## config.mk

```make
export PLATFORM = sky130hd
export DESIGN_NAME = turn_scheduler_flat
export DESIGN_NICKNAME = d
export VERILOG_FILES = /design/src/rtl/battle_pkg.sv /design/src/rtl/turn_scheduler_if.sv /design/src/rtl/pc_shot_gen.sv /design/src/rtl/turn_scheduler.sv /design/src/flat_wrapper.sv
export SDC_FILE = /design/constraint.sdc
export NUM_CORES = 1
export LEC_CHECK = 0
export BUFFER_PORTS_ARGS = -buffer_cell sky130_fd_sc_hd__buf_2
export CORE_UTILIZATION = 49
export CTS_BUF_LIST = sky130_fd_sc_hd__clkbuf_2
export DETAILED_ROUTE_END_ITERATION = 6
export GPL_TIMING_DRIVEN = 0
export HOLD_SLACK_MARGIN = 0.06
export PLACE_DENSITY_LB_ADDON = 0.05
export SLEW_MARGIN = 20
export SYNTH_ARGS = -nofsm -noshare
export SYNTH_HDL_FRONTEND = slang
export SYNTH_SLANG_ARGS = --single-unit
```

## constraint.sdc

```tcl
create_clock -name clk -period 2.1 [get_ports clk]
set_input_delay 0.315 -clock clk [delete_from_list [all_inputs] [get_ports clk]]
set_output_delay 0.315 -clock clk [all_outputs]
set_load 0.005 [all_outputs]
```

## src/rtl/battle_pkg.sv

```systemverilog
// battle_pkg: shared cell/state encodings, board constants and the mod-5 helper.
package battle_pkg;
  localparam int BOARD_N = 5;
  localparam int SHIP_MAX = 5;
  localparam int TURN_TICKS = 15;
  typedef enum logic [1:0] {WATER, SHIP, MISS, HIT} cell_t;
  typedef enum logic [3:0] {IDLE, P_WAIT, P_WRITE, P_CHECK, PC_SEARCH, PC_WRITE, PC_CHECK, WIN, LOSE} turn_state_t;
  function automatic logic [2:0] mod5(input logic [2:0] v);
    return v >= 3'd5 ? v - 3'd5 : v;
  endfunction
endpackage

```

## src/rtl/turn_scheduler_if.sv

```systemverilog
// turn_scheduler_if: player controls, board read/write port and status signals of the battle phase.
interface turn_scheduler_if;
  logic       start;
  logic [2:0] ships_total;
  logic       tick_1s;
  logic       player_fire;
  logic [2:0] player_i, player_j;
  logic [1:0] pc_cell_rd, pl_cell_rd;
  logic [2:0] pc_i, pc_j;
  logic       wr_en, wr_board;
  logic [2:0] wr_i, wr_j;
  logic [1:0] wr_val;
  logic       player_turn, pc_turn, victory, defeat;
  logic [3:0] turn_timer;
  logic       shot_error;
  modport master (
    output start, ships_total, tick_1s, player_fire, player_i, player_j, pc_cell_rd, pl_cell_rd,
    input  pc_i, pc_j, wr_en, wr_board, wr_i, wr_j, wr_val, player_turn, pc_turn, victory, defeat,
           turn_timer, shot_error
  );
  modport slave (
    input  start, ships_total, tick_1s, player_fire, player_i, player_j, pc_cell_rd, pl_cell_rd,
    output pc_i, pc_j, wr_en, wr_board, wr_i, wr_j, wr_val, player_turn, pc_turn, victory, defeat,
           turn_timer, shot_error
  );
endinterface

```

## src/rtl/pc_shot_gen.sv

```systemverilog
// pc_shot_gen: free-running LFSR seeds a PC target, then a row-major wrap scan finds an unshot cell.
module pc_shot_gen
  import battle_pkg::*;
(
  input  logic       clk,
  input  logic       rst_n,
  input  logic       start_search,
  input  logic       search_en,
  input  logic       cell_free,
  output logic       found,
  output logic       exhausted,
  output logic [2:0] pc_i,
  output logic [2:0] pc_j
);
  logic [7:0] lfsr_q;
  logic [2:0] pc_i_q, pc_j_q;
  logic [4:0] cnt_q;
  logic       adv;
  assign found = search_en & cell_free;
  assign adv = search_en & ~cell_free;
  // 25 probes cover the whole board once, so the last one failing means no free cell
  assign exhausted = adv & (cnt_q == 5'd24);
  assign pc_i = pc_i_q;
  assign pc_j = pc_j_q;
  always_ff @(posedge clk or negedge rst_n)
    if (!rst_n) begin
      lfsr_q <= 8'hA5;
      pc_i_q <= '0;
      pc_j_q <= '0;
      cnt_q  <= '0;
    end else begin
      lfsr_q <= {lfsr_q[6:0], lfsr_q[7] ^ lfsr_q[5] ^ lfsr_q[4] ^ lfsr_q[3]};
      if (start_search) begin
        pc_i_q <= mod5(lfsr_q[2:0]);
        pc_j_q <= mod5(lfsr_q[5:3]);
        cnt_q  <= '0;
      end else if (adv) begin
        pc_j_q <= pc_j_q == 3'(BOARD_N - 1) ? 3'd0 : pc_j_q + 3'd1;
        pc_i_q <= pc_j_q != 3'(BOARD_N - 1) ? pc_i_q : pc_i_q == 3'(BOARD_N - 1) ? 3'd0 : pc_i_q + 3'd1;
        cnt_q  <= cnt_q + 5'd1;
      end
    end
endmodule

```

## src/rtl/turn_scheduler.sv

```systemverilog
// turn_scheduler: battle-phase FSM alternating player and PC shots on one shared board write port.
module turn_scheduler
  import battle_pkg::*;
(
  input logic             clk,
  input logic             rst_n,
  turn_scheduler_if.slave bus
);
  turn_state_t state_q, state_d;
  logic [2:0] ships_q, pl_hits_q, pc_hits_q, wr_i_q, wr_j_q;
  logic [3:0] timer_q;
  cell_t      wr_val_q;
  logic       wr_en_q, wr_board_q, player_turn_q, pc_turn_q, victory_q, defeat_q, shot_err_q;
  logic       fire_ok, expire, start_search, found, exhausted;
  assign fire_ok = bus.player_fire & (bus.player_i < 3'(BOARD_N)) & (bus.player_j < 3'(BOARD_N)) & ~bus.pc_cell_rd[1];
  assign expire = bus.tick_1s & (timer_q == 4'd1);
  assign start_search = (state_d == PC_SEARCH) & (state_q != PC_SEARCH);
  always_comb begin
    state_d = state_q;
    case (state_q)
      IDLE:      state_d = bus.start ? P_WAIT : IDLE;
      P_WAIT:    state_d = fire_ok ? P_WRITE : expire ? PC_SEARCH : P_WAIT;
      P_WRITE:   state_d = P_CHECK;
      P_CHECK:   state_d = pl_hits_q == ships_q ? WIN : PC_SEARCH;
      PC_SEARCH: state_d = found ? PC_WRITE : exhausted ? LOSE : PC_SEARCH;
      PC_WRITE:  state_d = PC_CHECK;
      PC_CHECK:  state_d = pc_hits_q == ships_q ? LOSE : P_WAIT;
      default:   state_d = state_q;
    endcase
  end
  pc_shot_gen u_gen (
    .clk(clk), .rst_n(rst_n), .start_search(start_search), .search_en(state_q == PC_SEARCH),
    .cell_free(~bus.pl_cell_rd[1]), .found(found), .exhausted(exhausted), .pc_i(bus.pc_i), .pc_j(bus.pc_j)
  );
  always_ff @(posedge clk or negedge rst_n)
    if (!rst_n) begin
      state_q <= IDLE;
      ships_q <= '0;
      pl_hits_q <= '0;
      pc_hits_q <= '0;
      timer_q <= '0;
      wr_en_q <= 1'b0;
      wr_board_q <= 1'b0;
      wr_i_q <= '0;
      wr_j_q <= '0;
      wr_val_q <= WATER;
      player_turn_q <= 1'b0;
      pc_turn_q <= 1'b0;
      victory_q <= 1'b0;
      defeat_q <= 1'b0;
      shot_err_q <= 1'b0;
    end else begin
      state_q <= state_d;
      player_turn_q <= state_d == P_WAIT;
      pc_turn_q <= state_d == PC_SEARCH;
      victory_q <= victory_q | (state_d == WIN);
      defeat_q <= defeat_q | (state_d == LOSE);
      wr_en_q <= 1'b0;
      shot_err_q <= (state_q == P_WAIT) & bus.player_fire & ~fire_ok;
      if (state_q == IDLE && bus.start)
        ships_q <= bus.ships_total == 3'd0 ? 3'd1 : bus.ships_total > 3'(SHIP_MAX) ? 3'(SHIP_MAX) : bus.ships_total;
      // every entry into P_WAIT starts a fresh turn; ticks only count down while waiting
      if (state_d == P_WAIT && state_q != P_WAIT) timer_q <= 4'(TURN_TICKS);
      else if (state_q == P_WAIT && bus.tick_1s && timer_q != 4'd0) timer_q <= timer_q - 4'd1;
      if (state_q == P_WAIT && fire_ok) begin
        wr_en_q <= 1'b1;
        wr_board_q <= 1'b1;
        wr_i_q <= bus.player_i;
        wr_j_q <= bus.player_j;
        wr_val_q <= bus.pc_cell_rd[0] ? HIT : MISS;
      end
      if (state_q == PC_SEARCH && found) begin
        wr_en_q <= 1'b1;
        wr_board_q <= 1'b0;
        wr_i_q <= bus.pc_i;
        wr_j_q <= bus.pc_j;
        wr_val_q <= bus.pl_cell_rd[0] ? HIT : MISS;
      end
      if (state_q == P_WRITE && wr_val_q == HIT && pl_hits_q < 3'(SHIP_MAX)) pl_hits_q <= pl_hits_q + 3'd1;
      if (state_q == PC_WRITE && wr_val_q == HIT && pc_hits_q < 3'(SHIP_MAX)) pc_hits_q <= pc_hits_q + 3'd1;
    end
  assign bus.wr_en = wr_en_q;
  assign bus.wr_board = wr_board_q;
  assign bus.wr_i = wr_i_q;
  assign bus.wr_j = wr_j_q;
  assign bus.wr_val = wr_val_q;
  assign bus.player_turn = player_turn_q;
  assign bus.pc_turn = pc_turn_q;
  assign bus.victory = victory_q;
  assign bus.defeat = defeat_q;
  assign bus.turn_timer = timer_q;
  assign bus.shot_error = shot_err_q;
endmodule

```

## src/flat_wrapper.sv

```systemverilog
// flat-port wrapper written by rule: the top's interface ports become plain ports
module turn_scheduler_flat import battle_pkg::*;
  (clk, rst_n, bus_start, bus_ships_total, bus_tick_1s, bus_player_fire, bus_player_i, bus_player_j, bus_pc_cell_rd, bus_pl_cell_rd, bus_pc_i, bus_pc_j, bus_wr_en, bus_wr_board, bus_wr_i, bus_wr_j, bus_wr_val, bus_player_turn, bus_pc_turn, bus_victory, bus_defeat, bus_turn_timer, bus_shot_error);
  turn_scheduler_if bus_i ();
  input logic clk;
  input logic rst_n;
  input wire logic [$bits(bus_i.start)-1:0] bus_start;
  input wire logic [$bits(bus_i.ships_total)-1:0] bus_ships_total;
  input wire logic [$bits(bus_i.tick_1s)-1:0] bus_tick_1s;
  input wire logic [$bits(bus_i.player_fire)-1:0] bus_player_fire;
  input wire logic [$bits(bus_i.player_i)-1:0] bus_player_i;
  input wire logic [$bits(bus_i.player_j)-1:0] bus_player_j;
  input wire logic [$bits(bus_i.pc_cell_rd)-1:0] bus_pc_cell_rd;
  input wire logic [$bits(bus_i.pl_cell_rd)-1:0] bus_pl_cell_rd;
  output wire logic [$bits(bus_i.pc_i)-1:0] bus_pc_i;
  output wire logic [$bits(bus_i.pc_j)-1:0] bus_pc_j;
  output wire logic [$bits(bus_i.wr_en)-1:0] bus_wr_en;
  output wire logic [$bits(bus_i.wr_board)-1:0] bus_wr_board;
  output wire logic [$bits(bus_i.wr_i)-1:0] bus_wr_i;
  output wire logic [$bits(bus_i.wr_j)-1:0] bus_wr_j;
  output wire logic [$bits(bus_i.wr_val)-1:0] bus_wr_val;
  output wire logic [$bits(bus_i.player_turn)-1:0] bus_player_turn;
  output wire logic [$bits(bus_i.pc_turn)-1:0] bus_pc_turn;
  output wire logic [$bits(bus_i.victory)-1:0] bus_victory;
  output wire logic [$bits(bus_i.defeat)-1:0] bus_defeat;
  output wire logic [$bits(bus_i.turn_timer)-1:0] bus_turn_timer;
  output wire logic [$bits(bus_i.shot_error)-1:0] bus_shot_error;
  assign bus_i.start = bus_start;
  assign bus_i.ships_total = bus_ships_total;
  assign bus_i.tick_1s = bus_tick_1s;
  assign bus_i.player_fire = bus_player_fire;
  assign bus_i.player_i = bus_player_i;
  assign bus_i.player_j = bus_player_j;
  assign bus_i.pc_cell_rd = bus_pc_cell_rd;
  assign bus_i.pl_cell_rd = bus_pl_cell_rd;
  assign bus_pc_i = bus_i.pc_i;
  assign bus_pc_j = bus_i.pc_j;
  assign bus_wr_en = bus_i.wr_en;
  assign bus_wr_board = bus_i.wr_board;
  assign bus_wr_i = bus_i.wr_i;
  assign bus_wr_j = bus_i.wr_j;
  assign bus_wr_val = bus_i.wr_val;
  assign bus_player_turn = bus_i.player_turn;
  assign bus_pc_turn = bus_i.pc_turn;
  assign bus_victory = bus_i.victory;
  assign bus_defeat = bus_i.defeat;
  assign bus_turn_timer = bus_i.turn_timer;
  assign bus_shot_error = bus_i.shot_error;
  turn_scheduler u_core (.clk(clk), .rst_n(rst_n), .bus(bus_i));
endmodule
```

==> reports/results.ini, run 1 <==
[power_and_ir_drop]
power_density_nw_per_um2=444
power.static_leakage_uw=0.00168
finalPower_uw=1490
ir_drop_mv=0.240

[global_route]
grt_antenna_before_repair=0
grt_first_pass_wirelength_mm=9.96
grt.total_usage_pct=21.6
grt_remaining_overflow=0
grt_pass1_vias=2072
grt_start_max_net_pins=52

[critical_path]
timing.rr.start=u_core.state_q[0]$_DFF_PN0_
timing.critical_path.fanout_max=7
worst-setup-path-type=flop to flop
critical_path.cell_chain=buf_6 -> or4b_1 -> a31o_1 -> o221ai_4 -> or4b_4 -> mux2i_1
timing.reg2reg.worst_path_depth=6
critical_path.max_stage_delay_ps=580
startpoint_type_of_the_worst_setup_path=flop
cp_slowest_cell=sky130_fd_sc_hd__or4b_4
crit-reg2reg-capture=u_core.u_gen.pc_i[2]$_DFFE_PN0P_
timing.critical_path.to_type=flop
crit_arrival_ps=2690
worstPathRequired_ps=2440
ff2ff_setup_slack_ps=-250

[logic_synthesis]
synth-seq-cells=51
netlist.top_cell.by_area=sky130_fd_sc_hd__dfrtp_1
post_synth_inst_count=275
synth.yosys.warnings=0
post_synth_num_cell_types=46
synth.yosys.seq_area_share_pct=46.9
synthTopCellsByCount=sky130_fd_sc_hd__dfrtp_1 (47), sky130_fd_sc_hd__o21ai_0 (25), sky130_fd_sc_hd__nand2_1 (23)
postSynthNetCount=307
syn_avg_cell_area_sq_um=9.94
synth.top_cell.area_share_pct=43.0
synth_ff_type=sky130_fd_sc_hd__dfrtp_1
syn_area_sq_um=2730
synthArstFlopShare_pct=100
yosys-top-cells-area=sky130_fd_sc_hd__dfrtp_1 (43%), sky130_fd_sc_hd__ha_1 (6.4%), sky130_fd_sc_hd__o21ai_0 (4.6%)
synth.most_common_cell=sky130_fd_sc_hd__dfrtp_1
synth_enable_flop_cells=0

[timing]
final-max-slew-violation-count=0
achievable-frequency_mhz=425
finalCriticalPeriod_ps=2350
rsz0062_at_grt=true
min_period_over_period_pct=112
final_hold_viol_count=0
setup-violations-final=11
setup_total_negative_slack_ps=-1520
timing.clock.skew_ps=36.2
fin_ws_ps=-251
max_slew_margin_pct=57.4
worst_slew_pin_slew_ps=639
fin_hold_ws_ps=120

[layout]
drive_gt1_share_pct=28.9
footprint_of_the_multi_input_gates_sq_um=1430
regArea_sq_um=1280
layout.filler_cells=441
signed_area_change_from_the_synthesized_netlist_to_the_final_layout_pct=22.7
diodes=0
finalNetCount=373
layout.cells.non_filler=412
layout.core_utilization_pct=64.0

[cts]
clk_latency_ps=460
tritoncts.num_buffers=5
clock_root_buffer=sky130_fd_sc_hd__clkbuf_2
clock-sinks=51
cts_max_path_buffers=2
cts.reportedPaths.clkPinSlew_ps=280
cts_tree=done
cts_htree_levels=2

[placed_design]
dp_hpwl_mm=3.99
numPortBuffers=42
place_inst=387
gp_congestion=0.864

[min_path]
hold-path-endpoint=u_core.ships_q[2]$_DFFE_PN0P_
worst_hold_startpoint=bus_ships_total[2]
hold_path_class=input port to flop
hold_path_cells=2

[floorplanning]
fp.dieArea_sq_um=5880
die-width_microns=76.7
initial_standard_cell_utilization_of_the_core_pct=52.2
fp-row-count=26
floorplan.die.height_microns=76.7
core-area_sq_um=5240
number_of_top_level_pins=43

[detailed_routing]
detailroute.via_count=2249
antenna_violating_nets_post_route=0
drtPass1Iterations=4
detail_route.drc_violations=0
drt-vias-per-instance=5.46
dr.first_iter.drc_count=123
post_drt_wl_per_cell_microns=14.9
wl_mm=6.14

[job]
cap_viol_max_count=0

[outcome]
violations=negative setup slack
result_of_the_run=complete, but fails checks

-- cell families (layout without fill, tap and decap cells) --
family,count (synthesis),count (layout),synth area share [%]
compound gates,64,64,15.0
xor+xnor,15,15,4.81
fa+ha+maj,14,14,6.41
buf+inv,31,98,4.76
flops,51,51,46.9
mux,16,16,6.04
simple gates,84,84,16.2
-- metrics by stage --
stage               area [sq um]  setup WS, ps
finish                      3350          -251
global route                3350          -316
CTS                         3250          -288
detailed placement          3040          -452
global placement            3040          -372
floorplan                   2740          -106
-- worst max-delay path by stage --
stage                                start                           endpoint  slack (ps)
6_report       u_core.state_q[0]$_DFF_PN0_   u_core.u_gen.pc_i[2]$_DFFE_PN0P_        -250
5_1_grt        u_core.state_q[3]$_DFF_PN0_   u_core.u_gen.pc_i[2]$_DFFE_PN0P_        -320
4_1_cts        u_core.state_q[2]$_DFF_PN0_   u_core.u_gen.pc_i[2]$_DFFE_PN0P_        -290
3_5_place_dp   u_core.state_q[1]$_DFF_PN0_  u_core.u_gen.cnt_q[0]$_DFFE_PN0P_        -450
3_3_place_gp   u_core.state_q[1]$_DFF_PN0_  u_core.u_gen.cnt_q[1]$_DFFE_PN0P_        -370
2_1_floorplan  u_core.state_q[2]$_DFF_PN0_   u_core.u_gen.pc_i[2]$_DFFE_PN0P_        -110
-- what timing repair did --
item | 4_1_cts | 5_1_grt
setup buffers | 13 | 6
setup endpoints to repair | 22 | 26
gates cloned | 0 | 0
pin swaps | 4 | 5
hold endpoints to repair | 48 | 1
hold buffers | 2 | 1
gates resized for setup | 17 | 17
-- state kept, by name (all words and copies together), names as in the netlist, 2 cells and up --
signal / flops
u_core.pl_hits_q: 3
u_core.u_gen.lfsr_q: 8
u_core.bus.turn_timer: 4
u_core.state_q: 4
u_core.u_gen.pc_i: 3
u_core.bus.wr_j: 3
u_core.u_gen.pc_j: 3
u_core.bus.wr_val: 2
u_core.ships_q: 3
u_core.u_gen.cnt_q: 5
u_core.bus.wr_i: 3
u_core.pc_hits_q: 3
-- layout make-up --
cell class              instances  share of cell area [%]
well taps                      70                    2.61
flip-flops and latches         51                    38.2
clock inverters                 2                   0.373
inverters                      22                    2.46
multi-input cells             193                    42.7
clock buffers                   6                   0.896
plain buffers                   6                    1.08
repair buffers                 62                    11.6
-- layout by cell type, fill, tap and decap left out, types with 3 or more instances in the layout --
cell type | synthesis | routed
sky130_fd_sc_hd__a21oi_1 | 14 | 13
sky130_fd_sc_hd__a31oi_1 | 4 | 4
sky130_fd_sc_hd__and3_1 | 3 | 3
sky130_fd_sc_hd__buf_2 | 2 | 42
sky130_fd_sc_hd__buf_4 | 1 | 15
sky130_fd_sc_hd__buf_6 | 1 | 3
sky130_fd_sc_hd__clkbuf_2 | 0 | 7
sky130_fd_sc_hd__dfrtp_1 | 47 | 46
sky130_fd_sc_hd__dfstp_2 | 4 | 4
sky130_fd_sc_hd__dlygate4sd3_1 | 0 | 3
sky130_fd_sc_hd__ha_1 | 14 | 14
sky130_fd_sc_hd__inv_1 | 22 | 22
sky130_fd_sc_hd__mux2_2 | 4 | 4
sky130_fd_sc_hd__mux2i_1 | 12 | 12
sky130_fd_sc_hd__nand2_1 | 23 | 23
sky130_fd_sc_hd__nand2b_1 | 8 | 5
sky130_fd_sc_hd__nand3_1 | 12 | 10
sky130_fd_sc_hd__nand4_1 | 5 | 5
sky130_fd_sc_hd__nor2_1 | 11 | 9
sky130_fd_sc_hd__nor3_1 | 3 | 3
sky130_fd_sc_hd__nor4_1 | 5 | 4
sky130_fd_sc_hd__o211ai_1 | 6 | 6
sky130_fd_sc_hd__o21ai_0 | 25 | 23
sky130_fd_sc_hd__xnor2_1 | 12 | 12
sky130_fd_sc_hd__xor2_1 | 3 | 3
-- critical path, delay by kind of cell, from the launching register on --
family                 cells  cell delay, ps
DFF                        1             410
buffers and inverters      1             140
muxes                      1             140
and+or+nand+nor            2            1030
AOI/OAI and AO/OA          2             520
-- layer usage --
metal	wire, microns	vias to the layer above	global-route usage (%)
li1	-	1109	-
met1	3120	1078	31.6
met2	2760	56	32.0
met3	191	6	4.17
met4	65	0	6.92
met5	0	-	0
-- power by group --
part | switching [uW] | total (uW) | leakage (uW) | internal, uW
clock | 317 | 402 | 0.0000290 | 84.6
sequential | 6.95 | 998 | 0.000661 | 991
combinational | 51.4 | 90.1 | 0.000988 | 38.7
total | 375 | 1490 | 0.00168 | 1110
No activity file was read; power rests on OpenSTA's default activity.
==> run 2, diff against run 1 <==
--- a/config.mk
+++ b/config.mk
@@ -11,7 +11,7 @@
 export DETAILED_ROUTE_END_ITERATION = 6
 export GPL_TIMING_DRIVEN = 0
 export HOLD_SLACK_MARGIN = 0.06
-export PLACE_DENSITY_LB_ADDON = 0.05
+export PLACE_DENSITY_LB_ADDON = 0.3
 export SLEW_MARGIN = 20
 export SYNTH_ARGS = -nofsm -noshare
 export SYNTH_HDL_FRONTEND = slang
==> run 2 against run 1 <==
The flow still finishes with violations (negative setup slack). Global-route usage decreased by 1.7 points. Register-to-register slack gained 70 ps. Non-clock buffer count shrank 5. Critical path depth did not move. Final area down 2.3%. Die area is the same. Clock skew is 18 ps lower. Critical path type unchanged. Largest cell class unchanged.
==> reports/results.ini, run 2 (synthesized netlist as in run 1, its figures left out) <==
[global_route]
gr-usage-met2_pct=32.1  ; +0.089 points
grt_most_used_layer=met2
grt_start_max_net_pins=52  ; unchanged
grt.total_usage_pct=19.9  ; -1.7 points
grt_antenna_before_repair=0  ; unchanged
groute.layer.met1.usage_pct=26.8  ; -4.7 points
grtUsageMet3_pct=4.52  ; +0.36 points
grt_remaining_overflow=0  ; unchanged
grt_first_pass_wirelength_mm=9.41  ; -5.5%
grt_pass1_vias=2076  ; +0.19%

[timing]
setup-violations-final=11  ; unchanged
max_slew_margin_pct=58.7  ; +1.3 points
rsz0062_at_grt=true
final_hold_viol_count=0  ; unchanged
setup_total_negative_slack_ps=-1410  ; +110 ps
fin_hold_ws_ps=124  ; +3.87 ps
min_period_over_period_pct=108  ; -3.5 points
timing.clock.skew_ps=18.2  ; -18.0 ps
worst_slew_pin_slew_ps=620  ; -19.2 ps
final-max-slew-violation-count=0  ; unchanged
finalCriticalPeriod_ps=2280  ; -73.0 ps
achievable-frequency_mhz=439  ; +3.2%
fin_ws_ps=-178  ; +73.0 ps

[placed_design]
dp_hpwl_mm=3.96  ; -0.74%
numPortBuffers=42  ; unchanged
place_inst=387  ; unchanged
gp_congestion=0.936  ; +8.3%

[floorplanning]
die-width_microns=76.7  ; unchanged
fp-row-count=26  ; unchanged
number_of_top_level_pins=43  ; unchanged
floorplan.die.height_microns=76.7  ; unchanged
core-area_sq_um=5240  ; unchanged
fp.dieArea_sq_um=5880  ; unchanged
initial_standard_cell_utilization_of_the_core_pct=52.2  ; unchanged

[layout]
most_used_cells_in_the_layout_excluding_fill_and_tap_cells=sky130_fd_sc_hd__dfrtp_1 (46), sky130_fd_sc_hd__buf_2 (42), sky130_fd_sc_hd__o21ai_0 (24)
most_common_library_cell_in_the_layout_ignoring_fill_and_taps=sky130_fd_sc_hd__dfrtp_1
largest_registers=u_core.u_gen.lfsr_q x8, u_core.u_gen.cnt_q x5
number_of_flip_flops_under_the_largest_register_name=8  ; unchanged
layout.cells.non_filler=407  ; -1.2%
drive_gt1_share_pct=27.9  ; -1.1 points
diodes=0  ; unchanged
finalNetCount=368  ; -1.3%
signed_area_change_from_the_synthesized_netlist_to_the_final_layout_pct=19.8
largest-register=u_core.u_gen.lfsr_q

[detailed_routing]
dr.first_iter.drc_count=199  ; +62%
drtPass1Iterations=4  ; unchanged
detailroute.via_count=2225  ; -1.1%
post_drt_wl_per_cell_microns=14.0  ; -6.1%
wl_mm=5.69  ; -7.3%
detail_route.drc_violations=0  ; unchanged
drt-vias-per-instance=5.47  ; +0.15%
antenna_violating_nets_post_route=0  ; unchanged

[cts]
cts_tree=done
clock-sinks=51  ; unchanged
clock_root_buffer=sky130_fd_sc_hd__clkbuf_2
clk_latency_ps=430  ; -30 ps
cts.reportedPaths.clkPinSlew_ps=240  ; -40 ps
cts_max_path_buffers=2  ; unchanged
tritoncts.num_buffers=5  ; unchanged
cts_htree_levels=2  ; unchanged

[power_and_ir_drop]
power.static_leakage_uw=0.00163  ; -2.7%
power.switching_fraction_pct=24.2  ; -1.0 points
seq_power_share_pct=68.2  ; +1.2 points
power_density_nw_per_um2=446  ; +0.47%
power_switching_uw=354  ; -5.8%
internal_power_of_the_cells_uw=1110  ; -0.51%
clkPwrFrac_pct=26.2  ; -0.8 points
combinationalPowerShare_pct=5.6  ; -0.4 points
ir_drop_mv=0.202  ; -16%

[critical_path]
worstPathRequired_ps=2470  ; +30 ps
timing.critical_path.to_type=flop
timing.critical_path.fanout_max=4  ; -3
ff2ff_setup_slack_ps=-180  ; +70 ps
startpoint_type_of_the_worst_setup_path=flop
crit_arrival_ps=2640  ; -50 ps
worst-setup-path-type=flop to flop

[job]
cap_viol_max_count=0  ; unchanged

[min_path]
hold_path_class=input port to flop

[outcome]
violations=negative setup slack
result_of_the_run=complete, but fails checks

==> run 2: changes by cell type in the layout (fill, tap and decap cells not counted), sizes merged <==
cell         before  now
buf              61   57
dlygate4sd3       3    2
==> run 2: path summary, 6_finish.rpt <==
path,from,to,cells past startpoint
max,u_core.state_q[1]$_DFF_PN0_,u_core.u_gen.pc_j[0]$_DFFE_PN0P_,6
min,bus_player_fire,u_core.bus.shot_error$_DFF_PN0_,2
max reg2reg,u_core.state_q[1]$_DFF_PN0_,u_core.u_gen.pc_j[0]$_DFFE_PN0P_,6
min reg2reg,u_core.u_gen.lfsr_q[6]$_DFF_PN0_,u_core.u_gen.lfsr_q[7]$_DFF_PN1_,0
max in group asynchronous,rst_n,u_core.state_q[1]$_DFF_PN0_,2
min in group asynchronous,rst_n,u_core.bus.wr_en$_DFF_PN0_,2
==> run 2: metrics by stage <==
stage / utilization [%] / setup slack, ps / instance area (sq um) / power, uW
2_1_floorplan: - / -106 / 2740 / 1040
3_3_place_gp: 58.0 / -310 / 3040 / 1080
3_5_place_dp: 58.0 / -401 / 3040 / 1090
4_1_cts: 60.4 / -178 / 3170 / 1470
5_1_grt: 62.5 / -200 / 3280 / 1520
6_report: 62.5 / -178 / 3280 / 1460
==> run 2: layer usage <==
| layer | part of all wire (%) | vias to the layer above |
|---|---|---|
| li1 | - | 1093 |
| met1 | 46 | 1064 |
| met2 | 48 | 63 |
| met3 | 5.1 | 5 |
| met4 | 0.95 | 0 |
| met5 | 0 | - |
==> run 2: area by class of cell <==
cell class	count	area, sq um
Buffer	7	40.0
Multi-Input combinational cell	193	1420
Clock buffer	6	30.0
Sequential cell	51	1280
Timing Repair Buffer	56	323
Inverter	22	82.6
Clock inverter	2	12.5
Fill cell	433	1960
Tap cell	70	87.6
==> run 2: what timing repair did <==
item,4_1_cts,5_1_grt
resized for setup,6,21
hold endpoints to repair,1,47
hold buffers,1,1
pin swaps,2,3
setup buffers,9,3
cloned,0,0
endpoints found under the setup margin,20,22
==> run 2: power by group through the flow <==
stage | Clock, uW | Sequential, uW | Combinational [uW]
after CTS | 395 | 997 | 77.5
after global placement | 0 | 1010 | 71.9
after floorplan | 0 | 1010 | 24.1
after global routing | 432 | 999 | 92.3
after detailed placement | 0 | 1010 | 73.4
final | 383 | 998 | 81.6
==> run 2: critical path: stages, from the launching register on <==
cell and delay (ps):
sky130_fd_sc_hd__dfrtp_2 470, sky130_fd_sc_hd__or4b_4 540, sky130_fd_sc_hd__a31o_4 230, sky130_fd_sc_hd__o221ai_4 210, sky130_fd_sc_hd__nand2b_1 150, sky130_fd_sc_hd__or4b_4 540
sky130_fd_sc_hd__o311ai_2 80
==> run 3, diff against run 2 <==
--- a/config.mk
+++ b/config.mk
@@ -15,4 +15,5 @@
 export SLEW_MARGIN = 20
 export SYNTH_ARGS = -nofsm -noshare
 export SYNTH_HDL_FRONTEND = slang
+export SYNTH_HIERARCHICAL = 1
 export SYNTH_SLANG_ARGS = --single-unit
==> run 3 against run 2 <==
The flow still finishes with violations (negative setup slack). First-iteration DRC count shrank 18%. Synthesized cell count down 1.8%. Cell count increased by 2.7%. Synthesized area rose by 2.1%. Register-to-register slack lost 400 ps. Sequential power is 61% higher. Highest routed layer unchanged.
==> reports/results.ini, run 3 <==
[outcome]
result_of_the_run=complete, but fails checks
violations=negative setup slack

[global_route]
grt_antenna_before_repair=0  ; unchanged
grt_first_pass_wirelength_mm=10.6  ; +13%
grt.total_usage_pct=21.9  ; +2.1 points
grt_start_max_net_pins=34  ; -35%
grt_pass1_vias=2325  ; +12%
grt_remaining_overflow=0  ; unchanged

[logic_synthesis]
synth.most_common_cell=sky130_fd_sc_hd__dfrtp_1
synthTopCellsByCount=sky130_fd_sc_hd__dfrtp_1 (47), sky130_fd_sc_hd__o21ai_0 (23), sky130_fd_sc_hd__inv_1 (21), sky130_fd_sc_hd__nand2_1 (21), sky130_fd_sc_hd__nor2_1 (21)
synth.yosys.seq_area_share_pct=45.9  ; -0.97 points
syn_area_sq_um=2790  ; +2.1%
netlist.top_cell.by_area=sky130_fd_sc_hd__dfrtp_1
synth.yosys.warnings=6  ; +6
synth_ff_type=sky130_fd_sc_hd__dfrtp_1
synth_enable_flop_cells=0  ; unchanged
post_synth_inst_count=270  ; -1.8%
post_synth_num_cell_types=54  ; +17%
syn_avg_cell_area_sq_um=10.3  ; +4.0%
synthArstFlopShare_pct=100  ; unchanged
synth.top_cell.area_share_pct=42.1  ; -0.89 points
yosys-top-cells-area=sky130_fd_sc_hd__dfrtp_1 (42%), sky130_fd_sc_hd__ha_1 (6.3%), sky130_fd_sc_hd__o21ai_0 (4.1%)
postSynthNetCount=302  ; -1.6%
synth-seq-cells=51  ; unchanged

[placed_design]
gp_congestion=0.842  ; -10%
postPlaceCellArea_sq_um=3150  ; +3.6%
dp_hpwl_mm=4.05  ; +2.4%
numPortBuffers=42  ; unchanged
place_inst=385  ; -0.52%

[timing]
min_period_over_period_pct=128  ; +19 points
worst_slew_pin_slew_ps=630  ; +10.6 ps
setup_total_negative_slack_ps=-6850  ; -5440 ps
fin_ws_ps=-581  ; -402 ps
final-max-slew-violation-count=0  ; unchanged
rsz0062_at_grt=true
finalCriticalPeriod_ps=2680  ; +402 ps
achievable-frequency_mhz=373  ; -15%
max_slew_margin_pct=57.5  ; -1.1 points
final_hold_viol_count=0  ; unchanged
setup-violations-final=20  ; +9
timing.clock.skew_ps=27.5  ; +9.21 ps

[detailed_routing]
dr.first_iter.drc_count=164  ; -18%
wl_mm=6.11  ; +7.4%
detail_route.drc_violations=0  ; unchanged
antenna_violating_nets_post_route=0  ; unchanged
drt-vias-per-instance=5.41  ; -1.0%
detailroute.via_count=2262  ; +1.7%
drtPass1Iterations=4  ; unchanged
post_drt_wl_per_cell_microns=14.6  ; +4.6%

[layout]
layout.filler_cells=424  ; -2.1%
largest_registers=u_core/u_gen/lfsr_q x8, u_core/u_gen/cnt_q x5
most_used_cells_in_the_layout_excluding_fill_and_tap_cells=sky130_fd_sc_hd__dfrtp_1 (47), sky130_fd_sc_hd__buf_2 (44), sky130_fd_sc_hd__buf_4 (25)
finalNetCount=377  ; +2.4%
post-route-cell-area_sq_um=3590  ; +9.5%
number_of_flip_flops_under_the_largest_register_name=8  ; unchanged
layout.cells.non_filler=418  ; +2.7%
most_common_library_cell_in_the_layout_ignoring_fill_and_taps=sky130_fd_sc_hd__dfrtp_1
layout.core_utilization_pct=65.1  ; +2.6 points
regArea_sq_um=1280  ; about the same
diodes=0  ; unchanged
footprint_of_the_multi_input_gates_sq_um=1550  ; +9.2%
signed_area_change_from_the_synthesized_netlist_to_the_final_layout_pct=28.5
drive_gt1_share_pct=36.1  ; +8.2 points
largest-register=u_core/u_gen/lfsr_q

[floorplanning]
fp.dieArea_sq_um=6000  ; +2.0%
initial_standard_cell_utilization_of_the_core_pct=50.7  ; -1.5 points
number_of_top_level_pins=43  ; unchanged
floorplan.die.height_microns=77.5  ; +1.0%
core-area_sq_um=5510  ; +5.1%
fp-row-count=27  ; +3.8%
die-width_microns=77.5  ; +1.0%

[power_and_ir_drop]
seq_power_share_pct=33.5  ; -35 points
power.switching_fraction_pct=40.3  ; +16 points
combinationalPowerShare_pct=53.4  ; +48 points
power_density_nw_per_um2=1340  ; +200%
finalPower_uw=4820  ; +230%
power_switching_uw=1940  ; +450%
clkPwrFrac_pct=13.1  ; -13 points
ir_drop_mv=0.615  ; +200%
internal_power_of_the_cells_uw=2880  ; +160%
power.static_leakage_uw=0.00168  ; +3.0%

[cts]
clock_root_buffer=sky130_fd_sc_hd__clkbuf_2
clk_latency_ps=440  ; about the same
cts_max_path_buffers=2  ; unchanged
tritoncts.num_buffers=5  ; unchanged
cts.reportedPaths.clkPinSlew_ps=270  ; +30 ps
cts_tree=done
cts_htree_levels=2  ; unchanged
clock-sinks=51  ; unchanged

[critical_path]
worst-setup-path-type=flop to flop
timing.critical_path.fanout_max=6  ; +2
crit_arrival_ps=3060  ; +420 ps
timing.critical_path.to_type=flop
startpoint_type_of_the_worst_setup_path=flop
worstPathRequired_ps=2480  ; about the same

[job]
cap_viol_max_count=0  ; unchanged

[min_path]
hold_path_class=input port to flop

## run 3: changes by cell type after synthesis, sizes merged, moves of 5 or more
cell,delta
xor2,+7
nor2,+11
o211ai,-5
a21oi,-5
nand3,-6
## run 3: logic make-up (layout without fill, tap and decap cells)
group,after synthesis,in the layout,share of synthesized area (%)
xor+xnor,22,22,6.90
buf+inv,30,106,5.15
simple gates,84,84,16.9
fa+ha+maj,14,14,6.28
mux,11,11,4.08
compound gates,58,58,14.7
flops,51,51,45.9
## run 3: routing by layer
metal	vias to the layer above	track usage [%]	routed length, microns
met1	1105	28.2	2700
met4	0	7.74	139
met3	19	3.53	218
li1	1082	-	-
met2	56	37.3	3050
met5	-	0	0
## run 3: area by class of cell
class / instances / area share (%)
repair buffers: 70 / 12.3
flip-flops and latches: 51 / 35.7
inverters: 21 / 2.20
plain buffers: 7 / 1.50
well taps: 72 / 2.51
clock buffers: 5 / 0.698
multi-input cells: 189 / 43.1
clock inverters: 3 / 1.88
## run 3: final timing paths
| kind | from | endpoint | slack, ps | depth (start not counted) |
|---|---|---|---|---|
| max | u_core/state_q[3]$_DFF_PN0_ | u_core/u_gen/pc_i[1]$_DFFE_PN0P_ | -580 | 14 |
| min | bus_pl_cell_rd[0] | u_core/bus.wr_val[0]$_DFFE_PN0P_ | 90 | 3 |
| max reg2reg | u_core/state_q[3]$_DFF_PN0_ | u_core/u_gen/pc_i[1]$_DFFE_PN0P_ | -580 | 14 |
| min reg2reg | u_core/u_gen/lfsr_q[6]$_DFF_PN0_ | u_core/u_gen/lfsr_q[7]$_DFF_PN1_ | 380 | 0 |
| max in group asynchronous | rst_n | u_core/u_gen/lfsr_q[5]$_DFF_PN1_ | 1220 | 3 |
| min in group asynchronous | rst_n | u_core/bus.wr_board$_DFFE_PN0P_ | 320 | 2 |
## run 3: timing repair
| item | CTS | global route |
|---|---|---|
| pin swaps | 13 | 9 |
| resized for setup | 25 | 13 |
| endpoints found under the setup margin | 22 | 22 |
| hold buffers | 1 | 1 |
| cloned | 1 | 0 |
| buffers inserted | 18 | 8 |
| endpoints found under the hold margin | 18 | 1 |
## run 3: power by group through the flow
stage	registers [uW]	logic [uW]	clock network, uW
5_1_grt	1670	2810	688
4_1_cts	1600	2350	650
6_report	1610	2580	634
2_1_floorplan	1580	1350	0
3_3_place_gp	1610	1810	0
3_5_place_dp	1620	1860	0
## run 3: per-stage QoR
step                      worst slack [ps]  hold slack [ps]
after floorplan                       -565             19.4
after global placement               -1010              346
after detailed placement             -1030              285
after CTS                             -519             64.9
after global routing                  -722             89.1
final                                 -581             94.5
## run 3: worst max-delay path: stages, from the launching register on
cell	delay [ps]
sky130_fd_sc_hd__dfrtp_1	470
sky130_fd_sc_hd__nand2b_4	170
sky130_fd_sc_hd__nor3_4	230
sky130_fd_sc_hd__nor2b_4	210
sky130_fd_sc_hd__nand2_2	80
sky130_fd_sc_hd__nor3_4	180
sky130_fd_sc_hd__nor2b_4	180
sky130_fd_sc_hd__o21ai_2	70
sky130_fd_sc_hd__a32oi_2	210
sky130_fd_sc_hd__nand2b_4	190
sky130_fd_sc_hd__nor4_4	40
sky130_fd_sc_hd__buf_6	140
sky130_fd_sc_hd__a31oi_4	240
sky130_fd_sc_hd__a21oi_2	50
sky130_fd_sc_hd__a22oi_1	180
